[config.mk]
export PLATFORM = sky130hd
export DESIGN_NAME = udp_tx_arbiter_flat
export DESIGN_NICKNAME = d
export VERILOG_FILES = /design/src/rtl/udp_tx_arbiter_if.sv /design/src/rtl/udp_tx_arbiter.sv /design/src/flat_wrapper.sv
export SDC_FILE = /design/constraint.sdc
export NUM_CORES = 1
export LEC_CHECK = 0
export BUFFER_PORTS_ARGS = -buffer_cell sky130_fd_sc_hd__buf_2
export CORE_ASPECT_RATIO = 1.4
export CORE_MARGIN = 1.5
export CORE_UTILIZATION = 56
export CTS_BUF_LIST = sky130_fd_sc_hd__clkbuf_4 sky130_fd_sc_hd__clkbuf_8
export DETAILED_ROUTE_END_ITERATION = 10
export GPL_TIMING_DRIVEN = 0
export PLACE_DENSITY = 0.92
export REMOVE_ABC_BUFFERS = 1
export SLEW_MARGIN = 20
export SYNTH_ARGS = -nofsm -noshare
export SYNTH_HDL_FRONTEND = slang
export SYNTH_SLANG_ARGS = --single-unit
export TNS_END_PERCENT = 5
[constraint.sdc]
create_clock -name eth_tx_clk -period 8.1 [get_ports eth_tx_clk]
set_input_delay 0.81 -clock eth_tx_clk [delete_from_list [all_inputs] [get_ports eth_tx_clk]]
set_output_delay 0.81 -clock eth_tx_clk [all_outputs]
set_load 0.05 [all_outputs]
[src/rtl/udp_tx_arbiter_if.sv]
// Handshake and data bundle between the two packet sources, the arbiter and the UDP transmit engine.
// The master modport is the arbiter's view; the slave modport is the sources-plus-engine side.
interface udp_tx_arbiter_if;
    logic        src0_start_en;
    logic [15:0] src0_byte_num;
    logic [31:0] src0_tx_data;
    logic        src0_tx_req;
    logic        src0_tx_done;
    logic        src1_start_en;
    logic [15:0] src1_byte_num;
    logic [31:0] src1_tx_data;
    logic        src1_tx_req;
    logic        src1_tx_done;
    logic        udp_tx_start_en;
    logic [15:0] udp_tx_byte_num;
    logic [31:0] udp_tx_data;
    logic        udp_tx_req;
    logic        udp_tx_done;

    modport master (
        input  src0_start_en, src0_byte_num, src0_tx_data,
        input  src1_start_en, src1_byte_num, src1_tx_data,
        input  udp_tx_req, udp_tx_done,
        output src0_tx_req, src0_tx_done, src1_tx_req, src1_tx_done,
        output udp_tx_start_en, udp_tx_byte_num, udp_tx_data
    );

    modport slave (
        output src0_start_en, src0_byte_num, src0_tx_data,
        output src1_start_en, src1_byte_num, src1_tx_data,
        output udp_tx_req, udp_tx_done,
        input  src0_tx_req, src0_tx_done, src1_tx_req, src1_tx_done,
        input  udp_tx_start_en, udp_tx_byte_num, udp_tx_data
    );
endinterface

[src/rtl/udp_tx_arbiter.sv]
// Grants the single UDP transmit engine to one of two packet sources, with request
// queuing, round-robin or fixed selection, an inter-packet gap, a done timeout and drop counting.
module udp_tx_arbiter #(
    parameter int MAX_BYTES      = 1472,
    parameter int GAP_CYCLES     = 12,
    parameter int TIMEOUT_CYCLES = 65535
) (
    input  logic             eth_tx_clk,
    input  logic             rst,
    input  logic [1:0]       mode,
    udp_tx_arbiter_if.master bus,
    output logic             grant,
    output logic             busy,
    output logic [15:0]      drop_cnt,
    output logic             timeout_err
);
    localparam int TMO_W = $clog2(TIMEOUT_CYCLES + 1);

    typedef enum logic [1:0] {IDLE, START, BUSY, GAP} state_t;

    state_t           r_state;
    logic [1:0]       r_pend;
    logic [15:0]      r_len [2];
    logic             r_rrPtr;
    logic             r_grant;
    logic             r_busy;
    logic             r_startEn;
    logic             r_timeoutErr;
    logic [15:0]      r_byteNum;
    logic [15:0]      r_dropCnt;
    logic [TMO_W-1:0] r_tmo;
    logic [7:0]       r_gap;

    logic [1:0]  w_start;
    logic [1:0]  w_valid;
    logic [1:0]  w_drop;
    logic [1:0]  w_elig;
    logic [1:0]  w_clr;
    logic [1:0]  w_over;
    logic [15:0] w_byteNum [2];
    logic        w_tie;
    logic        w_pick;
    logic        w_doGrant;
    logic        w_inBusy;
    logic [16:0] w_dropSum;

    assign w_start      = {bus.src1_start_en, bus.src0_start_en};
    assign w_byteNum[0] = bus.src0_byte_num;
    assign w_byteNum[1] = bus.src1_byte_num;

    // A request consumed by this cycle's grant is not an overwrite when a new start arrives alongside it.
    always_comb begin
        w_valid   = '0;
        w_elig    = '0;
        w_clr     = '0;
        w_over    = '0;
        w_drop    = '0;
        w_tie     = 1'b0;
        w_pick    = 1'b0;
        w_doGrant = 1'b0;
        w_dropSum = '0;
        for (int i = 0; i < 2; i++) begin
            w_valid[i] = w_start[i] && (w_byteNum[i] != 16'd0) &&
                         (w_byteNum[i] <= 16'(MAX_BYTES));
        end
        case (mode)
            2'd0:    w_elig = {1'b0, r_pend[0]};
            2'd1:    w_elig = {r_pend[1], 1'b0};
            default: w_elig = r_pend;
        endcase
        w_tie     = mode[1] && (&r_pend);
        w_pick    = w_tie ? r_rrPtr : w_elig[1];
        w_doGrant = (r_state == IDLE) && (|w_elig);
        if (w_doGrant) begin
            w_clr[w_pick] = 1'b1;
        end
        for (int i = 0; i < 2; i++) begin
            w_over[i] = w_valid[i] && r_pend[i] && !w_clr[i];
            w_drop[i] = (w_start[i] && !w_valid[i]) || w_over[i];
        end
        w_dropSum = {1'b0, r_dropCnt} + 17'(w_drop[0]) + 17'(w_drop[1]);
    end

    always_ff @(posedge eth_tx_clk) begin
        if (rst) begin
            r_state      <= IDLE;
            r_pend       <= '0;
            r_len[0]     <= '0;
            r_len[1]     <= '0;
            r_rrPtr      <= 1'b0;
            r_grant      <= 1'b0;
            r_busy       <= 1'b0;
            r_startEn    <= 1'b0;
            r_timeoutErr <= 1'b0;
            r_byteNum    <= '0;
            r_dropCnt    <= '0;
            r_tmo        <= '0;
            r_gap        <= '0;
        end else begin
            r_startEn    <= 1'b0;
            r_timeoutErr <= 1'b0;
            for (int i = 0; i < 2; i++) begin
                if (w_valid[i]) begin
                    r_pend[i] <= 1'b1;
                    r_len[i]  <= w_byteNum[i];
                end else if (w_clr[i]) begin
                    r_pend[i] <= 1'b0;
                end
            end
            r_dropCnt <= w_dropSum[16] ? 16'hFFFF : w_dropSum[15:0];

            case (r_state)
                IDLE: begin
                    if (w_doGrant) begin
                        r_grant   <= w_pick;
                        r_byteNum <= r_len[w_pick];
                        r_startEn <= 1'b1;
                        r_busy    <= 1'b1;
                        r_state   <= START;
                        if (w_tie) begin
                            r_rrPtr <= ~r_rrPtr;
                        end
                    end
                end
                START: begin
                    r_tmo   <= '0;
                    r_state <= BUSY;
                end
                BUSY: begin
                    // Engine done wins over a timeout landing in the same cycle.
                    if (bus.udp_tx_done) begin
                        r_gap   <= '0;
                        r_state <= GAP;
                    end else if (r_tmo == TMO_W'(TIMEOUT_CYCLES - 1)) begin
                        r_timeoutErr <= 1'b1;
                        r_gap        <= '0;
                        r_state      <= GAP;
                    end else begin
                        r_tmo <= r_tmo + 1'b1;
                    end
                end
                GAP: begin
                    if (r_gap == 8'(GAP_CYCLES - 1)) begin
                        r_busy  <= 1'b0;
                        r_state <= IDLE;
                    end else begin
                        r_gap <= r_gap + 8'd1;
                    end
                end
                default: r_state <= IDLE;
            endcase
        end
    end

    assign w_inBusy = (r_state == BUSY);

    assign bus.src0_tx_req     = w_inBusy && !r_grant && bus.udp_tx_req;
    assign bus.src1_tx_req     = w_inBusy &&  r_grant && bus.udp_tx_req;
    assign bus.src0_tx_done    = w_inBusy && !r_grant && bus.udp_tx_done;
    assign bus.src1_tx_done    = w_inBusy &&  r_grant && bus.udp_tx_done;
    assign bus.udp_tx_data     = !w_inBusy ? 32'd0 :
                                 (r_grant ? bus.src1_tx_data : bus.src0_tx_data);
    assign bus.udp_tx_start_en = r_startEn;
    assign bus.udp_tx_byte_num = r_byteNum;

    assign grant       = r_grant;
    assign busy        = r_busy;
    assign drop_cnt    = r_dropCnt;
    assign timeout_err = r_timeoutErr;
endmodule

[src/flat_wrapper.sv]
// flat-port wrapper written by rule: the top's interface ports become plain ports
module udp_tx_arbiter_flat 
#(
    parameter int MAX_BYTES      = 1472,
    parameter int GAP_CYCLES     = 12,
    parameter int TIMEOUT_CYCLES = 65535
)
  (eth_tx_clk, rst, mode, grant, busy, drop_cnt, timeout_err, bus_src0_start_en, bus_src0_byte_num, bus_src0_tx_data, bus_src1_start_en, bus_src1_byte_num, bus_src1_tx_data, bus_udp_tx_req, bus_udp_tx_done, bus_src0_tx_req, bus_src0_tx_done, bus_src1_tx_req, bus_src1_tx_done, bus_udp_tx_start_en, bus_udp_tx_byte_num, bus_udp_tx_data);
  udp_tx_arbiter_if bus_i ();
  input  logic eth_tx_clk;
  input  logic rst;
  input  logic [1:0] mode;
  output logic grant;
  output logic busy;
  output logic [15:0] drop_cnt;
  output logic timeout_err;
  input wire logic [$bits(bus_i.src0_start_en)-1:0] bus_src0_start_en;
  input wire logic [$bits(bus_i.src0_byte_num)-1:0] bus_src0_byte_num;
  input wire logic [$bits(bus_i.src0_tx_data)-1:0] bus_src0_tx_data;
  input wire logic [$bits(bus_i.src1_start_en)-1:0] bus_src1_start_en;
  input wire logic [$bits(bus_i.src1_byte_num)-1:0] bus_src1_byte_num;
  input wire logic [$bits(bus_i.src1_tx_data)-1:0] bus_src1_tx_data;
  input wire logic [$bits(bus_i.udp_tx_req)-1:0] bus_udp_tx_req;
  input wire logic [$bits(bus_i.udp_tx_done)-1:0] bus_udp_tx_done;
  output wire logic [$bits(bus_i.src0_tx_req)-1:0] bus_src0_tx_req;
  output wire logic [$bits(bus_i.src0_tx_done)-1:0] bus_src0_tx_done;
  output wire logic [$bits(bus_i.src1_tx_req)-1:0] bus_src1_tx_req;
  output wire logic [$bits(bus_i.src1_tx_done)-1:0] bus_src1_tx_done;
  output wire logic [$bits(bus_i.udp_tx_start_en)-1:0] bus_udp_tx_start_en;
  output wire logic [$bits(bus_i.udp_tx_byte_num)-1:0] bus_udp_tx_byte_num;
  output wire logic [$bits(bus_i.udp_tx_data)-1:0] bus_udp_tx_data;
  assign bus_i.src0_start_en = bus_src0_start_en;
  assign bus_i.src0_byte_num = bus_src0_byte_num;
  assign bus_i.src0_tx_data = bus_src0_tx_data;
  assign bus_i.src1_start_en = bus_src1_start_en;
  assign bus_i.src1_byte_num = bus_src1_byte_num;
  assign bus_i.src1_tx_data = bus_src1_tx_data;
  assign bus_i.udp_tx_req = bus_udp_tx_req;
  assign bus_i.udp_tx_done = bus_udp_tx_done;
  assign bus_src0_tx_req = bus_i.src0_tx_req;
  assign bus_src0_tx_done = bus_i.src0_tx_done;
  assign bus_src1_tx_req = bus_i.src1_tx_req;
  assign bus_src1_tx_done = bus_i.src1_tx_done;
  assign bus_udp_tx_start_en = bus_i.udp_tx_start_en;
  assign bus_udp_tx_byte_num = bus_i.udp_tx_byte_num;
  assign bus_udp_tx_data = bus_i.udp_tx_data;
  udp_tx_arbiter #(.MAX_BYTES(MAX_BYTES), .GAP_CYCLES(GAP_CYCLES), .TIMEOUT_CYCLES(TIMEOUT_CYCLES)) u_core (.eth_tx_clk(eth_tx_clk), .rst(rst), .mode(mode), .bus(bus_i), .grant(grant), .busy(busy), .drop_cnt(drop_cnt), .timeout_err(timeout_err));
endmodule
### Yosys cells after proc, flatten, opt, wreduce, memory -nomap -nowiden

Memories as Yosys holds them, arrays and structs flattened. A register that Yosys moved wholly into a read port is not among the register bits.
Index checks and enable logic that the tools add are counted.

* bits in writable memories: 32
* output and inout bits: 72
* flip-flop bits (word level): 49
* memories: 1
* word-level logic and storage cells: 121

Memory list
* u_core.r_len: depth 2, width 16, read ports 1, clocked after memory_dff 1, wr ports 2, line udp_tx_arbiter.sv:23 `logic [15:0] r_len [2];`

* eq/ne operators: 12
* magnitude comparators: 4
* muxes and demuxes: 39
* reduce and logical (&&, ||, !) cells: 45
* add/subtract/negate cells: 4
* bitwise gates (word level): 5

Operator list (count)
* $mux W16: 5
* $mux W32: 2
* $le A16 B11 Y1 const B: 2
* $pmux W16 S2: 1
* $reduce_bool A16 Y1: 2
* $mux W8: 3
* $logic_and A1 B1 Y1: 19
* $mux W1: 18
* $add A16 B1 Y17: 1
* $add A17 B1 Y17: 1
* $add A16 B1 Y16 const B: 1
* $eq A16 B16 Y1 const B: 1
* $pmux W8 S2: 1
* $reduce_and A3 Y1: 5
* $mux W2: 5
* $reduce_bool A2 Y1: 5
* $add A8 B1 Y8 const B: 1
* $eq A8 B4 Y1 const B: 1
* $pmux W2 S4: 1
* $ne A2 B2 Y1 const B: 3
* $logic_not A1 Y1: 5
* $eq A2 B1 Y1 const B: 2
* $eq A2 B2 Y1 const B: 2
* $logic_not A2 Y1: 2
* other kinds (13): 20

### Longest topological paths before layout

Gate-level depths: netlist of run 1.

* depth in word-level cells: 14
* depth in mapped cells: 14

### Least setup slack after synthesis of run 1

OpenSTA, ideal clock, no wires.

* kind: input port to flip-flop
* from: input bus_src1_byte_num[1]
* to: register u_core.r_dropCnt[10] (netlist: u_core.drop_cnt[10])
* data arrival time: 3318 ps
* stages on the path: 12
* path slack: 4712 ps
* cell sequence: nor4_1 > nand4b_1 > nand4_1 > o21ai_0 > fa_1 > inv_1 > ha_1 > nand3_1 > or2_2 > or3_1 > buf_2 > a21oi_1

* word-level cells in the longest chain between the ends: 8
* elaborated cells on any way between the ends: 11

Ends and longest elaborated chain
* from (decl): line flat_wrapper.sv:21 `input wire logic [$bits(bus_i.src1_byte_num)-1:0] bus_src1_byte_num;`
* parallel branches: the longest is 2 deep, another holds $le A16 B11 Y1
* $logic_and A1 B1 Y1 (*): line udp_tx_arbiter.sv:63 `w_valid[i] = w_start[i] && (w_byteNum[i] != 16'd0) &&`
* $logic_not A1 Y1 / $logic_and A1 B1 Y1 (equally long branches): line udp_tx_arbiter.sv:79, udp_tx_arbiter.sv:78
* $logic_and A1 B1 Y1, on equally long branches: line udp_tx_arbiter.sv:79, udp_tx_arbiter.sv:78
* $logic_or A1 B1 Y1 (*): line udp_tx_arbiter.sv:79 `w_drop[i] = (w_start[i] && !w_valid[i]) || w_over[i];`
* $add A17 B1 Y17 (*): line udp_tx_arbiter.sv:81 `w_dropSum = {1'b0, r_dropCnt} + 17'(w_drop[0]) + 17'(w_drop[1]);`
* $mux W16 (*): line udp_tx_arbiter.sv:110 `r_dropCnt <= w_dropSum[16] ? 16'hFFFF : w_dropSum[15:0];`
* to (signal assigned): line udp_tx_arbiter.sv:110
* to (decl): line udp_tx_arbiter.sv:30 `logic [15:0] r_dropCnt;`

Every way passes the cells marked *.
A chain may end at the register's enable or synchronous reset.

### Final worst setup path of run 1

* from: input bus_src0_byte_num[0]
* to: register u_core.r_dropCnt[3] (netlist: u_core.drop_cnt[3])

* word-level cells in the longest chain between the ends: 9
* elaborated cells on any way between the ends: 12

Ends and longest elaborated chain
* from (decl): line flat_wrapper.sv:18 `input wire logic [$bits(bus_i.src0_byte_num)-1:0] bus_src0_byte_num;`
* parallel branches: the longest is 2 deep, another holds $le A16 B11 Y1
* $logic_and A1 B1 Y1 (*): line udp_tx_arbiter.sv:63
* $logic_not A1 Y1 / $logic_and A1 B1 Y1 (equally long branches): line udp_tx_arbiter.sv:79, udp_tx_arbiter.sv:78
* $logic_and A1 B1 Y1, on equally long branches: line udp_tx_arbiter.sv:79, udp_tx_arbiter.sv:78
* $logic_or A1 B1 Y1 (*): line udp_tx_arbiter.sv:79
* $add A16 B1 Y17 (*): line udp_tx_arbiter.sv:81
* $add A17 B1 Y17 (*): line udp_tx_arbiter.sv:81
* $mux W16 (*): line udp_tx_arbiter.sv:110

Marks and branches as above.

==> flow_metrics.py, run 1 <==
metrics = {
    "final_layout": {
        "drive_above_1_share_pct": 31.91,
        "diodes": 0,
        "area_growth_pct": 23.31,
        "fin_nets": 786,
        "design_area_mm2": 0.006170,
    },
    "route": {
        "routed_wl_um": 13360,
        "avgRoutedWirePerCell_um": 17.08,
        "detail-route-antenna-nets": 0,
        "drc": 0,
        "drt-initial-drc-count": 407,
        "num_vias": 4570,
        "first_pass_iters": 6,
        "via_per_inst": 5.844,
    },
    "timing": {
        "finClkSkew_ns": 0.007836,
        "worst_pin_slew_ns": 0.9647,
        "grt_setup_unrepaired": "no",
        "tns_ns": 0,
        "period_needed_ns": 3.824,
        "fin_ws_ns": 4.276,
        "hold_viol": 0,
        "maxSlewHeadroom_pct": 35.48,
        "setup_viol": 0,
        "fin_crit_sh_pct": 47.20,
        "fmax_mhz": 261.5,
        "slew_viol_final": 0,
    },
    "min_path": {
        "hold_class": "flop to flop",
        "min_delay_path_depth": 2,
        "hp-start": "u_core.r_tmo[7]$_SDFFE_PP0P_",
        "min_to": "u_core.r_tmo[7]$_SDFFE_PP0P_",
    },
    "logic_synthesis": {
        "yosysTopAreaCellShare_pct": 26.01,
        "synth-compound-area-share_pct": 12.55,
        "syn-cell-area_mm2": 0.005004,
        "yosys.area_share.xor_xnor_pct": 4.201,
        "async_flop_share_pct": 0,
        "syn_area_per_cell_um2": 9.869,
        "synth-adder-area-share_pct": 2.651,
        "ys_warn_count": 0,
        "ys_top_cells_by_count": "dfxtp_1, nor2_1, nor2b_1",
        "ys_top_cells_by_area": "dfxtp_1, edfxtp_1, mux2i_1",
        "ys_seq_elements": 97,
        "synthFlopType": "dfxtp_1",
        "yosysSeqAreaShare_pct": 45.21,
        "synth_top_family_by_area": "simple AND/OR/NAND/NOR gates",
        "synthMuxAreaShare_pct": 7.252,
        "yosysTopAreaCell": "dfxtp_1",
        "synth.most_common_cell": "dfxtp_1",
        "yosys.area_share.simple_pct": 24.68,
        "synth_edf_count": 32,
        "synthDistinctLibCells": 60,
        "netlist_instances": 507,
    },
    "cts": {
        "postCtsSetupBuffers": 0,
        "clock_latency_ns": 0.37,
        "clockBufferDepth": 2,
        "htree_levels": 3,
        "postCtsHoldBufs": 0,
        "cts_resized": 0,
        "clockRootBuffer": "clkbuf_8",
        "clk_pin_slew_worst_paths_ns": 0.09,
        "cts_made_buffers": 9,
        "cts_sinks": 97,
        "cts_tree": "built",
    },
    "placement": {
        "placedInstanceArea_mm2": 0.005944,
        "dp_hpwl_um": 10050,
        "port_buffers": 175,
        "dp_slack_ns": 3.983,
        "gp_congestion": 0.9346,
    },
    "setup_path": {
        "slowest_delay_ns": 0.59,
        "r2r_cells": 13,
        "worstPathRequired_ns": 8.39,
        "arrival_ns": 4.11,
        "crit_path_end_kind": "flop",
        "path_cells": "buf_2, nor4_1, nand4b_1, nand4_1, o21ai_0, fa_1, inv_1, ha_1, nand3_1, or2_2, or3_1, a21oi_1",
        "r2r-start": "u_core.r_state[1]$_SDFFE_PP0P_",
        "path_buf_inv": 2,
        "critPathKind": "input port to flop",
        "crit_fanout": 13,
        "start_kind": "input port",
        "cp_slowest_cell": "or3_1",
        "r2r_slack_ns": 4.63,
        "critPathTopFamily": "simple AND/OR/NAND/NOR gates",
        "r2r-end": "u_core.drop_cnt[3]$_SDFF_PP0_",
    },
    "global_route": {
        "grt_max_degree": 47,
        "first_global_vias": 4500,
        "grt_pass1_wl_um": 21360,
        "grt_usage_pct": 28.25,
        "grt_overflow": 0,
        "grt_antenna_before_repair": 0,
    },
    "floorplanning": {
        "die_h_um": 114.8,
        "rows": 40,
        "die_width_um": 82.89,
        "core_mm2": 0.008608,
        "io_pins": 176,
        "start_util_pct": 58.13,
        "die_area_mm2": 0.009519,
    },
    "job": {
        "drv_cap": 0,
    },
    "run_status": {
        "outcome": "finished clean",
    },
    "pwr": {
        "static-leakage-power_nw": 2.493,
        "ir_worst_vdd_mv": 0.1523,
        "p_per_area_mw_per_mm2": 179.0,
    },
}
worst reg2reg max path, stage by stage (launching register included):
cell and delay (ns):
dfxtp_1 0.40, inv_1 0.10, ha_1 0.25, nand3_1 0.12
a31oi_2 0.16, nor2b_1 0.22, o21ai_0 0.11, fa_1 0.42
inv_1 0.11, ha_1 0.20, nand3_1 0.10, or2_2 0.36
or3_1 0.59, a21oi_1 0.25
kinds of logic after synthesis:
logic type / Yosys count
xor+xnor: 24
fa+ha+maj: 10
buf+inv: 38
simple gates: 218
mux: 36
compound gates: 84
flops: 97
worst max path at each step:
stage | from | end | slack (ns) | depth (start not counted)
floorplan | u_core.grant$_SDFFE_PP0P_ | bus_udp_tx_data[0] | 4.69 | 2
global placement | mode[1] | u_core.drop_cnt[1]$_SDFF_PP0_ | 4.09 | 12
detailed placement | bus_src0_byte_num[1] | u_core.drop_cnt[3]$_SDFF_PP0_ | 3.98 | 12
CTS | bus_src0_byte_num[1] | u_core.drop_cnt[3]$_SDFF_PP0_ | 4.31 | 12
global route | bus_src0_byte_num[1] | u_core.drop_cnt[3]$_SDFF_PP0_ | 4.09 | 12
finish | bus_src0_byte_num[0] | u_core.drop_cnt[3]$_SDFF_PP0_ | 4.28 | 12
layout make-up:
cell class / instances / area (um2)
clock buffer: 10 / 131.4
clock inverter: 6 / 91.34
inverter: 14 / 52.55
fill: 618 / 2439
tap: 105 / 131.4
multi-input combinational: 372 / 2581
sequential: 97 / 2263
timing repair buffer: 178 / 918.4
state kept, by name (all words and copies together) (netlist names), 2 cells and up:
name	flops
u_core.r_pend	2
u_core.bus.udp_tx_byte_num	16
u_core.r_tmo	16
u_core.drop_cnt	16
u_core.r_gap	8
u_core.r_len	32
u_core.r_state	2
where the power goes:
group / total [mW] / internal, mW / switching (mW)
sequential: 0.529 / 0.519 / 0.0103
clock: 0.349 / 0.178 / 0.171
combinational: 0.226 / 0.0679 / 0.158
layer usage:
layer  global-route usage (%)  vias to the layer above  wire [um]
met5                        0                        -          0
met4                    13.44                        0        335
met3                    13.42                       22       1691
met2                    49.81                      239       6768
met1                    28.16                     2132       4562
li1                         -                     2177          -
stage by stage:
| step | hold slack [ns] | utilization, % | std cells | total power [mW] |
|---|---|---|---|---|
| after floorplan | 0.4418 | - | 483 | 0.6855 |
| after global placement | 0.4490 | 68.43 | 763 | 0.7562 |
| after detailed placement | 0.4767 | 69.06 | 766 | 0.7640 |
| after CTS | 0.4893 | 71.64 | 782 | 1.103 |
| after global routing | 0.5193 | 71.67 | 782 | 1.144 |
| final | 0.4979 | 71.67 | 782 | 1.104 |
placed cells by master, fill, tap and decap left out, drive strengths merged, types with 4 or more instances in the layout:
cell | synthesis | routed
dfxtp | 65 | 65
nor4 | 5 | 5
a2111oi | 4 | 4
nand2b | 7 | 7
a31oi | 4 | 4
nand2 | 20 | 20
a21o | 4 | 4
nor3 | 6 | 6
mux2i | 34 | 34
nor2b | 35 | 35
xnor2 | 19 | 19
nand3 | 16 | 16
a222oi | 16 | 16
and3 | 8 | 8
o21ai | 12 | 12
nor2 | 50 | 50
nor4b | 4 | 4
nor3b | 4 | 4
and4 | 4 | 4
and2 | 32 | 32
nand4 | 9 | 9
edfxtp | 32 | 32
a21oi | 27 | 27
a211oi | 5 | 5
clkbuf | 16 | 10
buf | 8 | 178
or3 | 6 | 6
xor2 | 5 | 5
inv | 13 | 14
ha | 9 | 9
(Power assumes the default switching activity.)
==> run 2: changes to the inputs <==
--- a/config.mk
+++ b/config.mk
@@ -5,14 +5,15 @@
 export SDC_FILE = /design/constraint.sdc
 export NUM_CORES = 1
 export LEC_CHECK = 0
+export ABC_AREA = 1
 export BUFFER_PORTS_ARGS = -buffer_cell sky130_fd_sc_hd__buf_2
 export CORE_ASPECT_RATIO = 1.4
 export CORE_MARGIN = 1.5
-export CORE_UTILIZATION = 56
+export CORE_UTILIZATION = 53
 export CTS_BUF_LIST = sky130_fd_sc_hd__clkbuf_4 sky130_fd_sc_hd__clkbuf_8
 export DETAILED_ROUTE_END_ITERATION = 10
 export GPL_TIMING_DRIVEN = 0
-export PLACE_DENSITY = 0.92
+export PLACE_DENSITY = 0.87
 export REMOVE_ABC_BUFFERS = 1
 export SLEW_MARGIN = 20
 export SYNTH_ARGS = -nofsm -noshare
==> constraint.sdc (replaced) <==
create_clock -name eth_tx_clk -period 3.55 [get_ports eth_tx_clk]
set_input_delay 0.355 -clock eth_tx_clk [delete_from_list [all_inputs] [get_ports eth_tx_clk]]
set_output_delay 0.355 -clock eth_tx_clk [all_outputs]
set_load 0.05 [all_outputs]
==> flow_metrics.py, run 2 <==
metrics = {
    "min_path": {
        "min_delay_path_depth": 4,
        "hold_class": "input port to flop",
        "hp-start": "bus_udp_tx_done",
        "min_to": "u_core.timeout_err$_SDFF_PP0_",
    },
    "global_route": {
        "first_global_vias": 4728,
        "grt_usage_pct": 24.54,
        "grt_max_degree": 49,
        "grt_pass1_wl_um": 20360,
        "use_met3_pct": 5.170,
        "grt_overflow": 0,
        "grt_busiest_layer": "met2",
        "use_met2_pct": 45.77,
        "grt_antenna_before_repair": 0,
        "met1_usage_pct": 26.27,
    },
    "floorplanning": {
        "die_h_um": 121.0,
        "die_area_mm2": 0.01056,
        "rows": 42,
        "io_pins": 176,
        "die_width_um": 87.27,
        "core_mm2": 0.009564,
        "start_util_pct": 55.09,
    },
    "route": {
        "via_per_inst": 5.155,
        "detail-route-antenna-nets": 0,
        "routed_wl_um": 13380,
        "drt-initial-drc-count": 328,
        "avgRoutedWirePerCell_um": 12.69,
        "drc": 0,
        "num_vias": 5433,
        "first_pass_iters": 5,
    },
    "final_layout": {
        "mostFrequentLayoutCells": "nand2_1, buf_2, inv_1, nor2_1, nand3_1",
        "diodes": 0,
        "drive_above_1_share_pct": 22.99,
        "top_register": "u_core.r_len",
        "fillCellCount": 880,
        "stdcell_count": 1054,
        "area_growth_pct": 21.16,
        "largest_register_ffs": 32,
        "fin_nets": 1031,
    },
    "timing": {
        "period_needed_ns": 3.303,
        "fmax_mhz": 302.7,
        "fin_crit_sh_pct": 93.05,
        "hold_viol": 0,
        "finClkSkew_ns": 0.01108,
        "setup_viol": 0,
        "hold_slack_ns": 0.2698,
        "worst_pin_slew_ns": 1.021,
        "fin_ws_ns": 0.2469,
        "slew_viol_final": 0,
        "maxSlewHeadroom_pct": 31.78,
        "grt_setup_unrepaired": "yes",
    },
    "cts": {
        "cts_sinks": 97,
        "clock_latency_ns": 0.37,
        "postCtsHoldBufs": 0,
        "clockRootBuffer": "clkbuf_8",
        "clk_pin_slew_worst_paths_ns": 0.09,
        "htree_levels": 3,
        "clockBufferDepth": 2,
        "cts_tree": "built",
        "cts_made_buffers": 9,
    },
    "setup_path": {
        "worstPathRequired_ns": 3.19,
        "r2r_slack_ns": 0.30,
        "r2r-start": "u_core.r_state[0]$_SDFFE_PP0P_",
        "crit_fanout": 37,
        "start_kind": "flop",
        "critical_path.startpoint": "u_core.r_state[0]$_SDFFE_PP0P_",
        "r2r_cells": 16,
        "arrival_ns": 2.95,
        "crit_path_end_kind": "output pin",
        "r2r-end": "u_core.drop_cnt[12]$_SDFF_PP0_",
        "critPathKind": "flop to output pin",
    },
    "logic_synthesis": {
        "syn_area_per_cell_um2": 6.933,
        "ys_warn_count": 0,
        "ys_top_cells_by_count": "nand2_1, inv_1, nor2_1",
        "synthFlopType": "dfxtp_1",
        "synthDistinctLibCells": 29,
        "ys_top_cells_by_area": "dfxtp_1, edfxtp_1, nand2_1",
        "ys_seq_elements": 97,
        "yosysTopAreaCellShare_pct": 24.70,
        "async_flop_share_pct": 0,
        "synth.most_common_cell": "nand2_1",
        "yosysSeqAreaShare_pct": 42.94,
        "syn-cell-area_mm2": 0.005269,
        "synth_edf_count": 32,
        "yosysTopAreaCell": "dfxtp_1",
        "netlist_instances": 760,
    },
    "pwr": {
        "static-leakage-power_nw": 2.978,
        "ir_worst_vdd_mv": 0.2678,
        "p_per_area_mw_per_mm2": 480.9,
    },
    "job": {
        "drv_cap": 0,
    },
    "placement": {
        "port_buffers": 175,
        "dpl.cell_count": 1038,
        "gp_congestion": 0.8702,
        "dp_hpwl_um": 9715,
        "dp_slack_ns": -0.4979,
    },
    "run_status": {
        "outcome": "finished clean",
    },
}
## run 2: critical path, cell delays in order, from the launching register on
cell and delay, ns:
dfxtp_1 0.35, inv_1 0.15, ha_4 0.41, inv_1 0.28
or2_2 0.55, o21ai_0 0.47, buf_2 0.36
## run 2: power by group
group	switching [mW]	internal (mW)
logic	0.911	0.267
registers	0.0433	1.20
clock network	0.393	0.253
## run 2: logic make-up (layout without fill, tap and decap cells)
group	count (synthesis)	after routing	synth area share (%)
simple gates	400	400	32.22
fa+ha+maj	10	10	2.517
flops	97	97	42.94
compound gates	99	99	10.19
buf+inv	147	309	10.97
xor+xnor	7	7	1.164
## run 2: metrics by stage
| stage | util, % | cell area [um2] | power, mW | TNS, ns |
|---|---|---|---|---|
| floorplan | - | 5134 | 2.095 | 0 |
| global placement | 64.56 | 6175 | 2.416 | -7.251 |
| detailed placement | 64.59 | 6177 | 2.427 | -7.108 |
| CTS | 66.58 | 6367 | 3.075 | 0 |
| global route | 66.75 | 6384 | 3.220 | -0.01390 |
| finish | 66.75 | 6384 | 3.070 | 0 |
## run 2: area by class of cell
cell class	instances	area, um2	share of cell area [%]
Multi-Input combinational cell	516	2466	38.63
Tap cell	132	165.2	2.587
Inverter	118	442.9	6.938
Timing Repair Buffer	175	875.8	13.72
Clock buffer	9	123.9	1.940
Clock inverter	7	46.29	0.7252
Sequential cell	97	2263	35.46
## run 2: layer usage
| metal | share of wire, % | routed length (um) |
|---|---|---|
| met1 | 38 | 5126 |
| met2 | 51 | 6828 |
| met3 | 8.9 | 1195 |
| met4 | 1.7 | 228 |
| met5 | 0 | 0 |
## run 2: worst max-delay path by stage
stage	endpoint	slack (ns)	cells past startpoint
3_5_place_dp	u_core.drop_cnt[15]$_SDFF_PP0_	-0.50	18
5_1_grt	u_core.drop_cnt[12]$_SDFF_PP0_	-0.01	16
3_3_place_gp	u_core.drop_cnt[15]$_SDFF_PP0_	-0.49	18
2_1_floorplan	bus_udp_tx_data[0]	0.07	5
4_1_cts	u_core.drop_cnt[10]$_SDFF_PP0_	0.08	17
6_report	bus_udp_tx_data[2]	0.25	6
## run 2: timing repair
| action | in CTS | in global routing |
|---|---|---|
| setup buffers | 0 | 0 |
| gates resized for setup | 4 | 3 |
| hold endpoints to repair | 0 | 0 |
| setup endpoints to repair | 17 | 16 |
==> run 3: changes to the inputs <==
--- a/config.mk
+++ b/config.mk
@@ -5,11 +5,10 @@
 export SDC_FILE = /design/constraint.sdc
 export NUM_CORES = 1
 export LEC_CHECK = 0
-export ABC_AREA = 1
 export BUFFER_PORTS_ARGS = -buffer_cell sky130_fd_sc_hd__buf_2
 export CORE_ASPECT_RATIO = 1.4
 export CORE_MARGIN = 1.5
-export CORE_UTILIZATION = 53
+export CORE_UTILIZATION = 52
 export CTS_BUF_LIST = sky130_fd_sc_hd__clkbuf_4 sky130_fd_sc_hd__clkbuf_8
 export DETAILED_ROUTE_END_ITERATION = 10
 export GPL_TIMING_DRIVEN = 0
==> flow_metrics.py, run 3 (synthesis results as in run 1) <==
metrics = {
    "cts": {
        "clk_pin_slew_worst_paths_ns": 0.09,
        "cts_made_buffers": 9,
        "cts_sinks": 97,
        "htree_levels": 3,
        "clockBufferDepth": 2,
        "clockRootBuffer": "clkbuf_8",
        "clock_latency_ns": 0.37,
        "cts_tree": "built",
    },
    "global_route": {
        "grt_antenna_before_repair": 0,
        "grt_usage_pct": 24.49,
        "grt_pass1_wl_um": 19670,
        "first_global_vias": 4301,
        "grt_overflow": 0,
        "grt_max_degree": 47,
    },
    "timing": {
        "finClkSkew_ns": 0.009608,
        "worst_pin_slew_ns": 0.9033,
        "period_needed_ns": 3.255,
        "setup_viol": 0,
        "maxSlewHeadroom_pct": 39.78,
        "fin_ws_ns": 0.2948,
        "tns_ns": 0,
        "grt_setup_unrepaired": "no",
        "fmax_mhz": 307.2,
        "hold_viol": 0,
        "slew_viol_final": 0,
        "fin_crit_sh_pct": 91.69,
    },
    "final_layout": {
        "utilization_pct": 65.35,
        "fin_nets": 785,
        "top_register": "u_core.r_len",
        "diodes": 0,
        "drive_above_1_share_pct": 31.80,
        "area_growth_pct": 22.86,
        "largest_register_ffs": 32,
        "design_area_mm2": 0.006147,
        "mostFrequentLayoutCells": "buf_2, dfxtp_1, nor2_1, nor2b_1, mux2i_1",
        "final_common_cell": "buf_2",
    },
    "setup_path": {
        "start_kind": "flop",
        "crit_fanout": 18,
        "critPathKind": "flop to flop",
        "crit_path_end_kind": "flop",
        "worstPathRequired_ns": 3.84,
        "arrival_ns": 3.54,
    },
    "route": {
        "num_vias": 4504,
        "drc": 0,
        "detail-route-antenna-nets": 0,
        "first_pass_iters": 5,
        "via_per_inst": 5.730,
        "drt-initial-drc-count": 286,
        "avgRoutedWirePerCell_um": 16.32,
        "routed_wl_um": 12830,
    },
    "floorplanning": {
        "die_width_um": 85.91,
        "die_h_um": 119.1,
        "rows": 42,
        "start_util_pct": 53.19,
        "io_pins": 176,
        "die_area_mm2": 0.01023,
        "core_mm2": 0.009407,
    },
    "placement": {
        "dp_slack_ns": -0.1242,
        "placedInstanceArea_mm2": 0.005939,
        "dp_hpwl_um": 9704,
        "port_buffers": 175,
        "gp_congestion": 0.8968,
    },
    "pwr": {
        "total_power_mw": 2.417,
        "static-leakage-power_nw": 2.483,
        "ir_worst_vdd_mv": 0.3735,
        "p_per_area_mw_per_mm2": 393.1,
    },
    "min_path": {
        "hold_class": "input port to flop",
    },
    "run_status": {
        "outcome": "finished clean",
    },
    "job": {
        "drv_cap": 0,
    },
}
## run 3: changes by cell type in the layout (fill, tap and decap cells not counted), sizes merged, moves of 35 or more
cell,change
nand2,-160
o21ai,-35
inv,-105
nor2b,+35
nor2,-57
nand3,-65
## run 3: through the flow
stage / hold WS, ns / instances
after floorplan: 0.4241 / 483
after global routing: 0.2675 / 786
after detailed placement: 0.4709 / 770
after CTS: 0.2642 / 786
after global placement: 0.4510 / 768
final: 0.2739 / 786
## run 3: timing repair
item                       CTS  global route
hold buffers                 0             0
setup endpoints to repair    0            13
buffers inserted             0             0
gates resized for setup      0             2
## run 3: final timing paths
path                                        from                               end  slack, ns  depth (start not counted)
setup / recovery  u_core.r_state[0]$_SDFFE_PP0P_     u_core.drop_cnt[8]$_SDFF_PP0_       0.29                         13
hold / removal              bus_src0_byte_num[5]  u_core.r_len[0][5]$_SDFFCE_PN0P_       0.27                          2
setup reg to reg  u_core.r_state[0]$_SDFFE_PP0P_     u_core.drop_cnt[8]$_SDFF_PP0_       0.29                         13
hold reg to reg     u_core.r_tmo[7]$_SDFFE_PP0P_      u_core.r_tmo[7]$_SDFFE_PP0P_       0.49                          2
## run 3: where the power goes
part / switching (mW) / internal (mW)
clock network: 0.366 / 0.330
logic: 0.358 / 0.155
registers: 0.0239 / 1.18
total: 0.748 / 1.67
## run 3: worst max-delay path: stages, from the launching register on
cell and delay [ns]:
dfxtp_1 0.36, inv_1 0.10, ha_1 0.28, nand3_1 0.15, a31oi_4 0.12, nor2b_1 0.20
o21ai_0 0.13, fa_1 0.40, inv_1 0.09, ha_1 0.21, nand3_1 0.11, or2_2 0.36
or3_4 0.49, a21oi_1 0.16
## run 3: layout make-up
type | instances | area, um2
Clock inverter | 6 | 60.06
Inverter | 14 | 52.55
Clock buffer | 10 | 131.4
Tap cell | 110 | 137.6
Fill cell | 719 | 3259
Multi-Input combinational cell | 372 | 2595
Sequential cell | 97 | 2263
Timing Repair Buffer | 177 | 907.1
## run 3: per-layer routing
layer	wire [um]	share of wire, %	vias to the layer above	GRT usage, %
li1	-	-	2173	-
met1	4610	36	2118	24.57
met2	6580	51	195	44.83
met3	1351	11	18	9.425
met4	286	2.2	0	9.173
met5	0	0	-	0
